### src/rtl/mod_stream_pkg.sv
// Shared types and arithmetic helpers for the streamed mod-N divisibility detector.
package mod_stream_pkg;

   typedef enum logic {
      IDLE = 1'b0,
      RUN  = 1'b1
   } state_t;

   localparam int unsigned MIN_DIVISOR = 2;
   localparam int unsigned MAX_DIVISOR = 65535;
   localparam int unsigned MIN_W       = 1;
   localparam int unsigned MAX_W       = 8;

   // Exact reduction of a zero-extended intermediate; n is an elaboration constant at every call.
   function automatic logic [31:0] mod_reduce(input logic [31:0] value, input logic [31:0] n);
      return value % n;
   endfunction

   // Weight of the second beat's LSB in LSB-first mode.
   function automatic int unsigned pow2_mod(input int unsigned w, input int unsigned n);
      return (32'd1 << w) % n;
   endfunction

endpackage

### src/rtl/mod_step.sv
// One beat of the mod-N recurrence: next remainder (and next weight in LSB-first mode).
module mod_step
   import mod_stream_pkg::*;
#(
   parameter int unsigned DIVISOR   = 3,
   parameter int unsigned W         = 1,
   parameter bit          LSB_FIRST = 1'b0,
   parameter int unsigned RW        = $clog2(DIVISOR)
) (
   input  logic [RW-1:0] r,
   input  logic [RW-1:0] w,
   input  logic [W-1:0]  din,
   input  logic          first,
   output logic [RW-1:0] r_next,
   output logic [RW-1:0] w_next
);

   // Wide enough for (N-1)*2^W + (2^W-1) and (N-1) + (2^W-1)*(N-1) without truncation.
   localparam int unsigned IW = RW + W + 1;
   localparam logic [RW-1:0] FIRST_WEIGHT = RW'(pow2_mod(W, DIVISOR));

   logic [IW-1:0] acc;

   generate
      if (LSB_FIRST) begin : g_lsb
         logic [IW-1:0] wacc;

         always_comb begin
            acc  = '0;
            wacc = '0;
            if (first) begin
               acc    = IW'(din);
               w_next = FIRST_WEIGHT;
            end else begin
               acc    = IW'(r) + (IW'(din) * IW'(w));
               wacc   = IW'(w) << W;
               w_next = RW'(mod_reduce(32'(wacc), 32'(DIVISOR)));
            end
         end
      end else begin : g_msb
         logic unused_w;
         assign unused_w = ^w;

         always_comb begin
            acc    = '0;
            w_next = '0;
            if (first) begin
               acc = IW'(din);
            end else begin
               acc = (IW'(r) << W) | IW'(din);
            end
         end
      end
   endgenerate

   assign r_next = RW'(mod_reduce(32'(acc), 32'(DIVISOR)));

endmodule

### src/rtl/mod_n_stream_detector.sv
// Flags when a binary number streamed W bits per valid beat is an exact multiple of DIVISOR.
module mod_n_stream_detector
   import mod_stream_pkg::*;
#(
   parameter int unsigned DIVISOR   = 3,
   parameter int unsigned W         = 1,
   parameter bit          LSB_FIRST = 1'b0,
   parameter int unsigned RW        = $clog2(DIVISOR)
) (
   input  logic          clk,
   input  logic          reset,
   input  logic          din_valid,
   input  logic [W-1:0]  din,
   input  logic          start,
   output logic          dout,
   output logic [RW-1:0] remainder,
   output logic          active
);

   generate
      if (DIVISOR < MIN_DIVISOR || DIVISOR > MAX_DIVISOR) begin : g_bad_divisor
         $error("mod_n_stream_detector: DIVISOR must be in 2..65535");
      end
      if (W < MIN_W || W > MAX_W) begin : g_bad_width
         $error("mod_n_stream_detector: W must be in 1..8");
      end
   endgenerate

   state_t        state_q, state_d;
   logic [RW-1:0] rem_q, rem_d;
   logic [RW-1:0] weight_q;
   logic [RW-1:0] r_step, w_step;
   logic          first;

   // A beat in IDLE always opens a number, so start after reset changes nothing.
   assign first = (state_q == IDLE) || start;

   mod_step #(
      .DIVISOR   (DIVISOR),
      .W         (W),
      .LSB_FIRST (LSB_FIRST),
      .RW        (RW)
   ) u_step (
      .r      (rem_q),
      .w      (weight_q),
      .din    (din),
      .first  (first),
      .r_next (r_step),
      .w_next (w_step)
   );

   always_comb begin
      state_d = state_q;
      rem_d   = rem_q;
      if (din_valid) begin
         state_d = RUN;
         rem_d   = r_step;
      end
   end

   always_ff @(posedge clk) begin
      if (reset) begin
         state_q <= IDLE;
         rem_q   <= '0;
      end else begin
         state_q <= state_d;
         rem_q   <= rem_d;
      end
   end

   generate
      if (LSB_FIRST) begin : g_weight
         logic [RW-1:0] weight_d;

         always_comb begin
            weight_d = weight_q;
            if (din_valid) begin
               weight_d = w_step;
            end
         end

         always_ff @(posedge clk) begin
            if (reset) begin
               weight_q <= RW'(1 % DIVISOR);
            end else begin
               weight_q <= weight_d;
            end
         end
      end else begin : g_no_weight
         logic unused_w_step;
         assign unused_w_step = ^w_step;
         assign weight_q      = '0;
      end
   endgenerate

   assign active    = (state_q == RUN);
   assign dout      = active && (rem_q == '0);
   assign remainder = rem_q;

endmodule
### config.mk
export PLATFORM = sky130hd
export DESIGN_NAME = mod_n_stream_detector
export DESIGN_NICKNAME = d
export VERILOG_FILES = /design/src/rtl/mod_stream_pkg.sv /design/src/rtl/mod_step.sv /design/src/rtl/mod_n_stream_detector.sv
export SDC_FILE = /design/constraint.sdc
export NUM_CORES = 1
export LEC_CHECK = 0
export CAP_MARGIN = 20
export CORE_AREA = 2 2 39 41
export DETAILED_ROUTE_END_ITERATION = 10
export DIE_AREA = 0 0 41 43
export GPL_ROUTABILITY_DRIVEN = 1
export PLACE_DENSITY = 0.43
export SKIP_CTS_REPAIR_TIMING = 1
export SYNTH_ARGS = -nofsm -noshare
export SYNTH_HDL_FRONTEND = slang
export SYNTH_SLANG_ARGS = --single-unit
export TNS_END_PERCENT = 5
### constraint.sdc
create_clock -name clk -period 1.6 [get_ports clk]
set_input_delay 0.48 -clock clk [delete_from_list [all_inputs] [get_ports clk]]
set_output_delay 0.48 -clock clk [all_outputs]
set_load 0.02 [all_outputs]
== After elaboration in Yosys (flattened, before gate mapping) ==
Cells that the tools add are included.

* Bits in registers: 3
* Input bits: 5
* Output and inout bits: 4
* Word-level logic and storage cells: 9

* Divide/modulo/power cells: 1
* Mux-type cells: 1
* Bitwise operators: 2
* Reductions and logical operators: 3

{| class="wikitable"
|+ Operator list
! cell !! number
|-
| remainder unit 4 x 2 -> 32 bit (second input constant) || 1
|-
| 2-to-1 mux 3 bit || 1
|-
| bitwise OR 3 x 1 -> 3 bit || 1
|-
| zero test 2 bit || 1
|-
| logical AND 1 bit || 1
|-
| logical OR 1 bit || 1
|-
| NOT 1 bit || 1
|}

== Longest topological paths before layout ==
* Depth after elaboration: 4
* Gate-level depth with buffers: 5
* Mapped depth without buffers: 5

== Cells and area by module ==
Synthesis repeated with hierarchy kept, for this count alone.

* Cells, all modules: 25
* Area, all modules: 220.2 sq um

{| class="wikitable"
|+ Modules (own cells, without submodules)
! module !! instances !! cells an instance !! area an instance (sq um) !! sequential area each (sq um)
|-
| mod_n_stream_detector || 1 || 12 || 112.6 || 60.1
|-
| mod_step || 1 || 13 || 107.6 || 0.0
|}

== Worst setup path after synthesis ==
No wires, ideal clock.

* Path type: register to output
* Start point: register state_q (netlist: active)
* End point: output dout
* Data arrival time: 1022 ps
* Data required time: 1120 ps
* Slack: 98 ps
* Cell stages (with the launch flop): 2
* Path buffers: 0
* Path through: dfxtp_1 nor3b_1

* Word-level cells in the longest chain between the ends: 1

{| class="wikitable"
|+ RTL lines
! item !! line !! RTL
|-
| from (decl) || mod_n_stream_detector.sv:29 || <nowiki>state_t state_q, state_d;</nowiki>
|-
| from (signal assigned) || mod_n_stream_detector.sv:66 || <nowiki>state_q <= state_d;</nowiki>
|-
| logical AND 1 bit || mod_n_stream_detector.sv:97 || <nowiki>assign dout = active && (rem_q == '0);</nowiki>
|-
| to (decl) || mod_n_stream_detector.sv:15 || <nowiki>output logic dout,</nowiki>
|}

No other way between the ends.

== Worst setup path in the final report ==
* Start point: input start
* End point: register rem_q[0] (netlist: remainder[0])

* Word-level cells in the longest chain between the ends: 3

{| class="wikitable"
|+ RTL lines
! item !! line !! RTL
|-
| from (decl) || mod_n_stream_detector.sv:14 || <nowiki>input logic start,</nowiki>
|-
| logical OR 1 bit || mod_n_stream_detector.sv:36 || <nowiki>assign first = (state_q == IDLE) || start;</nowiki>
|-
| 2-to-1 mux 3 bit || mod_step.sv:47 || <nowiki>if (first) begin</nowiki>
|-
| remainder unit 4 x 2 -> 32 bit || mod_stream_pkg.sv:16 || <nowiki>return value % n;</nowiki>
|-
| to (signal assigned) || mod_n_stream_detector.sv:67 || <nowiki>rem_q <= rem_d;</nowiki>
|-
| to (decl) || mod_n_stream_detector.sv:30 || <nowiki>logic [RW-1:0] rem_q, rem_d;</nowiki>
|}

No other way between the ends.
A chain may end at the register's enable or synchronous reset.

==> out/results.ini <==
[worst_setup_path]
cp.required_ns=1.70
crit_buf_inv=1
critical-path-max-stage-delay_ns=0.46
critPathLaunchType=input port
worstPathCellList=clkdlybuf4s50_1 -> and4bb_1 -> ha_2 -> or2_2 -> o21ai_1 -> a221oi_1
end_kind=flip-flop
cp_top_family=simple AND/OR/NAND/NOR gates
worstPathArrival_ns=1.88
path_max_fanout=4
path_class=in2reg
slowest_stage=clkdlybuf4s50_1

[hold_path]
hold_class=reg2reg

[floorplanning]
die_x_um=41
core_area_mm2=0.001384
ioPinCount=9
rows=14
start_util=0.1212
die-area_mm2=0.001763
fp.dieH_um=43

[timing]
holdWs_ns=0.5889
relSlewSlack=0.8265
skew_ns=0.001116
hold_viol=0
rsz0062_at_grt=true
post-route-min-period_ns=1.780
fmax_mhz=561.9
drv_slew=0
finalCritPeriodShare=1.112
worst_slew_pin_slew_ns=0.2602
finalSetupTns_ns=-0.4022
worst_slack_ns=-0.1798
setup-violations-final=3

[placement]
placed_cells=46
dp_hpwl_um=388.8
place_area_um2=297.8
gp_congestion=0.6626
dp_slack_ns=-0.4634
io_buffers=8

[grt]
grt_usage=0.06613
antenna_found_initial=0
grt_remaining_overflow=0
grt_pass1_wl_um=696
grt_max_degree=6
first_global_vias=177

[routing]
vias=198
wirelength_um=503
drt-vias-per-instance=3.960
post_drt_wl_per_cell_um=10.06
antenna_left=0
dr.pass1.iters=2
drt_iter0_drc=3
drc=0

[clocking]
cts.sinks=3
htreeDepth=1
cts_buffers=3
clk_path_buf_depth=2
clk_pin_slew_worst_paths_ns=0.04
cts_tree=yes
root_buffer=clkbuf_4
clk_latency_ns=0.23

[synth]
yosys.area.top_type=dfxtp_1
synth_area_leaders=dfxtp_1 36%, and4bb_1 15%, ha_1 7.5%
synth_cells=18
synth_edf_count=0
synth.ff_latch_count=3
avgSynthCellArea_um2=9.315
yosysWarnings=0
synth_top_area_share=0.3582
synth_nets=24
ys.flop_type=dfxtp_1
yosysSeqAreaShare=0.3582
async_reset_ff_frac=0
syn_area_um2=167.7
yosys-top-cells-count=3 x dfxtp_1, 3 x nor2_1, 2 x and4bb_1, 2 x o21ai_1
yosysUniqueCellTypes=12

[power_and_ir_drop]
irDropWorstVdd_uv=283.6
power_density_mw_per_mm2=824.5
power.leakage_nw=0.1763
p_total_mw=0.2754

[cells_and_area]
drive_above_1_share=0.2647
fin_cells=50
area_growth_pct=99.25
finalInstanceArea_um2=334.1
n_antenna_cell=0
fin_util=0.2414
finalNetCount=41

[outcome]
status=finished with violations
violations=setup timing

[run]
cap_violations=0

area by class of cell:
cell class	instances	area, µm²
Fill cell	151	1050
Timing Repair Buffer	12	117.6
Multi-Input combinational cell	15	110.1
Sequential cell	3	60.06
Clock buffer	4	26.28
Tap cell	16	20.02
power breakdown:
part / switching, mW / total, mW / leakage (nW) / internal, mW
Clock: 0.0379 / 0.131 / 0.0150 / 0.0934
Sequential: 0.00227 / 0.0826 / 0.0250 / 0.0804
Combinational: 0.0264 / 0.0615 / 0.136 / 0.0351
worst register-to-register path, cell delays in order (launching register included):
cell and delay, ns:
dfxtp_1 0.30, buf_4 0.14, and4bb_1 0.22, ha_2 0.19, or2_2 0.27, o21ai_1 0.15
a221oi_1 0.10
cells by family after synthesis:
kind of cell | share of synthesized area
AO/OA/AOI/OAI | 0.2090
adder cells (fa/ha/maj) | 0.07461
AND/OR/NAND/NOR | 0.3582
flip-flops | 0.3582
final timing paths:
check	slack, ns	depth (start not counted)	startpoint	end
worst max-delay path	-0.18	6	start	remainder[0]$_SDFFE_PP0P_
worst min-delay path	0.59	3	active$_SDFFE_PP0P_	active$_SDFFE_PP0P_
worst min register to register	0.59	3	active$_SDFFE_PP0P_	active$_SDFFE_PP0P_
worst max register to register	0.11	6	active$_SDFFE_PP0P_	remainder[0]$_SDFFE_PP0P_
metal layers:
metal	global-route usage	share of wire
met1	0.07029	0.46
met4	0.08000	0.032
met3	0.04188	0.13
met2	0.07500	0.37
met5	0	0
placed cells by master, fill, tap and decap left out:
cell type / n
or2_2: 1
clkbuf_1: 1
clkbuf_4: 3
buf_4: 4
nor3b_1: 1
nor2_1: 3
dfxtp_1: 3
ha_2: 1
o21ai_1: 2
and4bb_1: 2
nand2_1: 1
a311oi_1: 1
dlymetal6s2s_1: 3
nand2b_1: 1
o21bai_1: 1
a221oi_1: 1
clkdlybuf4s50_1: 5
sequential cells by signal, indices dropped and copies added (netlist names):
| register | count |
|---|---|
| active | 1 |
| remainder | 2 |
No activity file was read; power rests on OpenSTA's default activity.
==> RTL change 1: new RTL, same settings <==
`DIVISOR` is set to 3 in 2 places; all go to 6.
--- a/src/rtl/mod_step.sv
+++ b/src/rtl/mod_step.sv
@@ -3,5 +3,5 @@
    import mod_stream_pkg::*;
 #(
-   parameter int unsigned DIVISOR   = 3,
+   parameter int unsigned DIVISOR   = 6,
    parameter int unsigned W         = 1,
    parameter bit          LSB_FIRST = 1'b0,
--- a/src/rtl/mod_n_stream_detector.sv
+++ b/src/rtl/mod_n_stream_detector.sv
@@ -3,5 +3,5 @@
    import mod_stream_pkg::*;
 #(
-   parameter int unsigned DIVISOR   = 3,
+   parameter int unsigned DIVISOR   = 6,
    parameter int unsigned W         = 1,
    parameter bit          LSB_FIRST = 1'b0,
Interface: changed (resized remainder); port bits go from 9 to 10. No check against the original RTL was run, so the function may have changed too.
==> RTL change 1 against the original RTL <==
  * The run still ends with setup timing left
  * Synthesized cell count is 78% higher
  * Area after synthesis is 63% higher
  * Core utilization is 12 points higher
  * Final area is 51% higher
  * Routed wire length is 44% higher
  * Combinational power is 14% higher
  * Sequential power is 31% higher
  * Critical path depth is 2 higher
  * Sequential cell count is 1 higher
  * Hold slack worse by 0.010 ns
  * Power is 8.5% higher
  * Setup slack worse by 0.0019 ns
  * Fmax is 0.11% lower
==> RTL change 1: results <==
[drt]
first_pass_iters = 3
viasPerCell = 4.34
wl_per_cell_um = 10.3
wl_met1_um = 331
routed.top_layer = met3
wl_met3_um = 39
wl_met2_um = 353

[setup_path]
cp_slowest_cell = and4b_1
cp.arrival_ns = 1.93
reg2reg_to = remainder[1]$_SDFFE_PP0P_
r2r_slack_ns = -0.15
ff2ff_path_depth = 7
cp_max_fo = 3
critical-path-max-stage-delay_ns = 0.29

[synth]
synth_nets = 39
synthMuxAreaShare_pct = 3.65
synthAdderAreaFrac_pct = 9.13
ys_types = 20
synth_common_cells = 6 x nor2_1, 4 x dfxtp_1, 3 x a21oi_1
synth_compound_area_share_pct = 21.9
yosysSeqAreaShare_pct = 29.2
ys_top_cells_by_area = dfxtp_1 29%, ha_1 9.1%, nor2_1 8.2%, a21oi_1 5.5%, a211oi_2 4.6%

[grt]
grt.met3_usage_pct = 1.57
grt_pass1_vias = 305
use_met1_pct = 13.5
grt.busiest_layer = met2
grt_pass1_wl_um = 1260
grtUsageMet2_pct = 15.3

[run_status]
failed_checks = setup timing
run_status = finished, violations left

[layout]
n_fill_cell = 154
largest_reg_flops = 3
nets = 63

[timing]
tightest_slew_ns = 0.236
setup_viol = 2
final.setup.worst_slack_ns = -0.182
finalClockSkew_ns = 0.00259

[clock_tree]
clk_latency_ns = 0.23

[power_and_ir_drop]
power.internal_mw = 0.228
pg_clk_mw = 0.120
combinationalPowerShare_pct = 23.5
max-vdd-ir-drop_mv = 0.310
p_leak_nw = 0.270

[placement]
place_congestion = 0.677
pre_cts_slack_ns = -0.867
port_buffers = 9
[RTL change 1: stage by stage]
stage | cell area, sq um | std cells | TNS, ns | total power [mW] | hold WS, ns
floorplan | 288 | 32 | -0.519 | 0.139 | 0.545
global placement | 458 | 65 | -1.74 | 0.181 | 0.621
detailed placement | 458 | 65 | -1.71 | 0.181 | 0.620
CTS | 480 | 68 | -2.26 | 0.307 | 0.625
global route | 504 | 70 | -0.346 | 0.317 | 0.610
finish | 504 | 70 | -0.200 | 0.299 | 0.579
[RTL change 1: layout make-up]
cell class | instances | area (sq um) | share of cell area (%)
multi-input cells | 27 | 210 | 41.7
inverters | 1 | 3.75 | 0.744
flip-flops and latches | 4 | 81.3 | 16.1
well taps | 16 | 20.0 | 3.97
clock buffers | 3 | 22.5 | 4.47
repair buffers | 19 | 166 | 33.0
==> RTL change 2: new RTL, config.mk and constraints unchanged <==
Made on the original files. Put a register stage on the output `dout`, without a reset. The value now appears one clock later. The other outputs are not delayed to match.
--- a/src/rtl/mod_n_stream_detector.sv
+++ b/src/rtl/mod_n_stream_detector.sv
@@ -95,5 +95,7 @@
 
    assign active    = (state_q == RUN);
-   assign dout      = active && (rem_q == '0);
+   always_ff @(posedge clk) begin
+      dout <= active && (rem_q == '0);
+   end
    assign remainder = rem_q;
 
Function: changed (Yosys sat finds a counterexample within 4 cycles, from zero or initial values and one cycle with reset high).
==> RTL change 2 against the original RTL <==
  * The flow still finishes with violations (setup timing)
  * Area after synthesis is 12% higher
  * Setup slack improved by 0.077 ns
  * Non-clock buffer count shrank 3
  * Final area is the same
  * Sequential cell count grew 1
  * Combinational power down 17%
  * Sequential power rose by 37%
  * Routed wire length decreased by 16%
  * Power is 3.8% higher
  * Critical path type unchanged
  * Critical endpoint unchanged
==> RTL change 2: results <==
[synth]
synth_nets = 25
synth_common_cells = 4 x dfxtp_1, 3 x nor2_1, 2 x and4bb_1, 2 x o21ai_1
ys_top_cells_by_area = dfxtp_1 43%, and4bb_1 13%, ha_1 6.7%, nor2_1 6.0%, o21ai_1 5.3%
yosysSeqAreaShare_pct = 42.7
async_flop_share_pct = 0
ys_types = 12
ys_warn_count = 0
syn_inst = 19

[drt]
routed.top_layer = met4
wl_met3_um = 29
vias = 197
wl_met2_um = 186
viasPerCell = 4.19
wl_met1_um = 194
first_pass_iters = 4
wl_per_cell_um = 9.04
drt_iter0_drc = 1

[grt]
grt_pass1_wl_um = 627
grt_pass1_vias = 165
grt_use_total_pct = 5.91
grt_max_degree = 6

[power_and_ir_drop]
p_leak_nw = 0.182
max-vdd-ir-drop_mv = 0.129

[run]
maxCapViolations = 0

[clock_tree]
clk_latency_ns = 0.23
clock-root-buffer = clkbuf_4
cts_buffers = 3
htree_levels = 1
clk_pin_slew_ns = 0.04

[layout]
largest_reg_flops = 2
nets = 39
insertedDiodeCount = 0
drive_gt1_share_pct = 22.6

[placement]
place_congestion = 0.697
dp_hpwl_um = 315
pre_cts_slack_ns = -0.403
port_buffers = 8
placed_cells = 44

[setup_path]
cp.arrival_ns = 1.81
cp_top_family = simple AND/OR/NAND/NOR gates
critical-path-max-stage-delay_ns = 0.47
cp_max_fo = 4
cp_slowest_cell = clkdlybuf4s50_1

[timing]
fin_setup_tns_ns = -0.117
max-slew-margin-rel_pct = 84.9
final.setup.worst_slack_ns = -0.103
finalClockSkew_ns = 0.00309
setup_viol = 2

[run_status]
failed_checks = setup timing
run_status = finished, violations left

[min_path]
hold_path_class = register to register
RTL change 2: cell families after synthesis:
| kind of cell | count (synthesis) | synth area share, % |
|---|---|---|
| fa+ha+maj | 1 | 6.67 |
| simple gates | 9 | 32.0 |
| compound gates | 5 | 18.7 |
| flops | 4 | 42.7 |
RTL change 2: final timing paths:
| path | start | endpoint | slack [ns] | cells past startpoint |
|---|---|---|---|---|
| max | start | remainder[0]$_SDFFE_PP0P_ | -0.10 | 6 |
| min reg2reg | remainder[0]$_SDFFE_PP0P_ | dout$_DFF_P_ | 0.49 | 1 |
| max reg2reg | remainder[1]$_SDFFE_PP0P_ | remainder[0]$_SDFFE_PP0P_ | 0.20 | 5 |
| min | remainder[0]$_SDFFE_PP0P_ | dout$_DFF_P_ | 0.49 | 1 |
RTL change 2: per-stage QoR:
step                      area (sq um)  power (mW)  hold slack, ns
after floorplan                    188       0.135           0.552
after global routing               334       0.303           0.521
after detailed placement           295       0.166           0.488
final                              334       0.286           0.492
after CTS                          318       0.294           0.495
after global placement             295       0.166           0.489
RTL change 2: routing by layer:
layer	up-vias	GRT usage, %
li1	98	-
met1	90	7.03
met2	7	5.94
met3	2	1.57
met4	0	10.0
met5	-	0
RTL change 2: power by group:
| part | leakage, nW | internal (mW) | total (mW) | switching (mW) |
|---|---|---|---|---|
| Combinational | 0.135 | 0.0293 | 0.0509 | 0.0216 |
| Clock | 0.0138 | 0.0837 | 0.122 | 0.0381 |
| Sequential | 0.0333 | 0.107 | 0.113 | 0.00573 |
| Total | 0.182 | 0.220 | 0.286 | 0.0654 |
RTL change 2: final cells by class:
class	count	area, sq um
clock buffers	3	22.5
fillers	152	1050
multi-input cells	15	114
flip-flops and latches	4	80.1
well taps	16	20.0
repair buffers	9	97.6
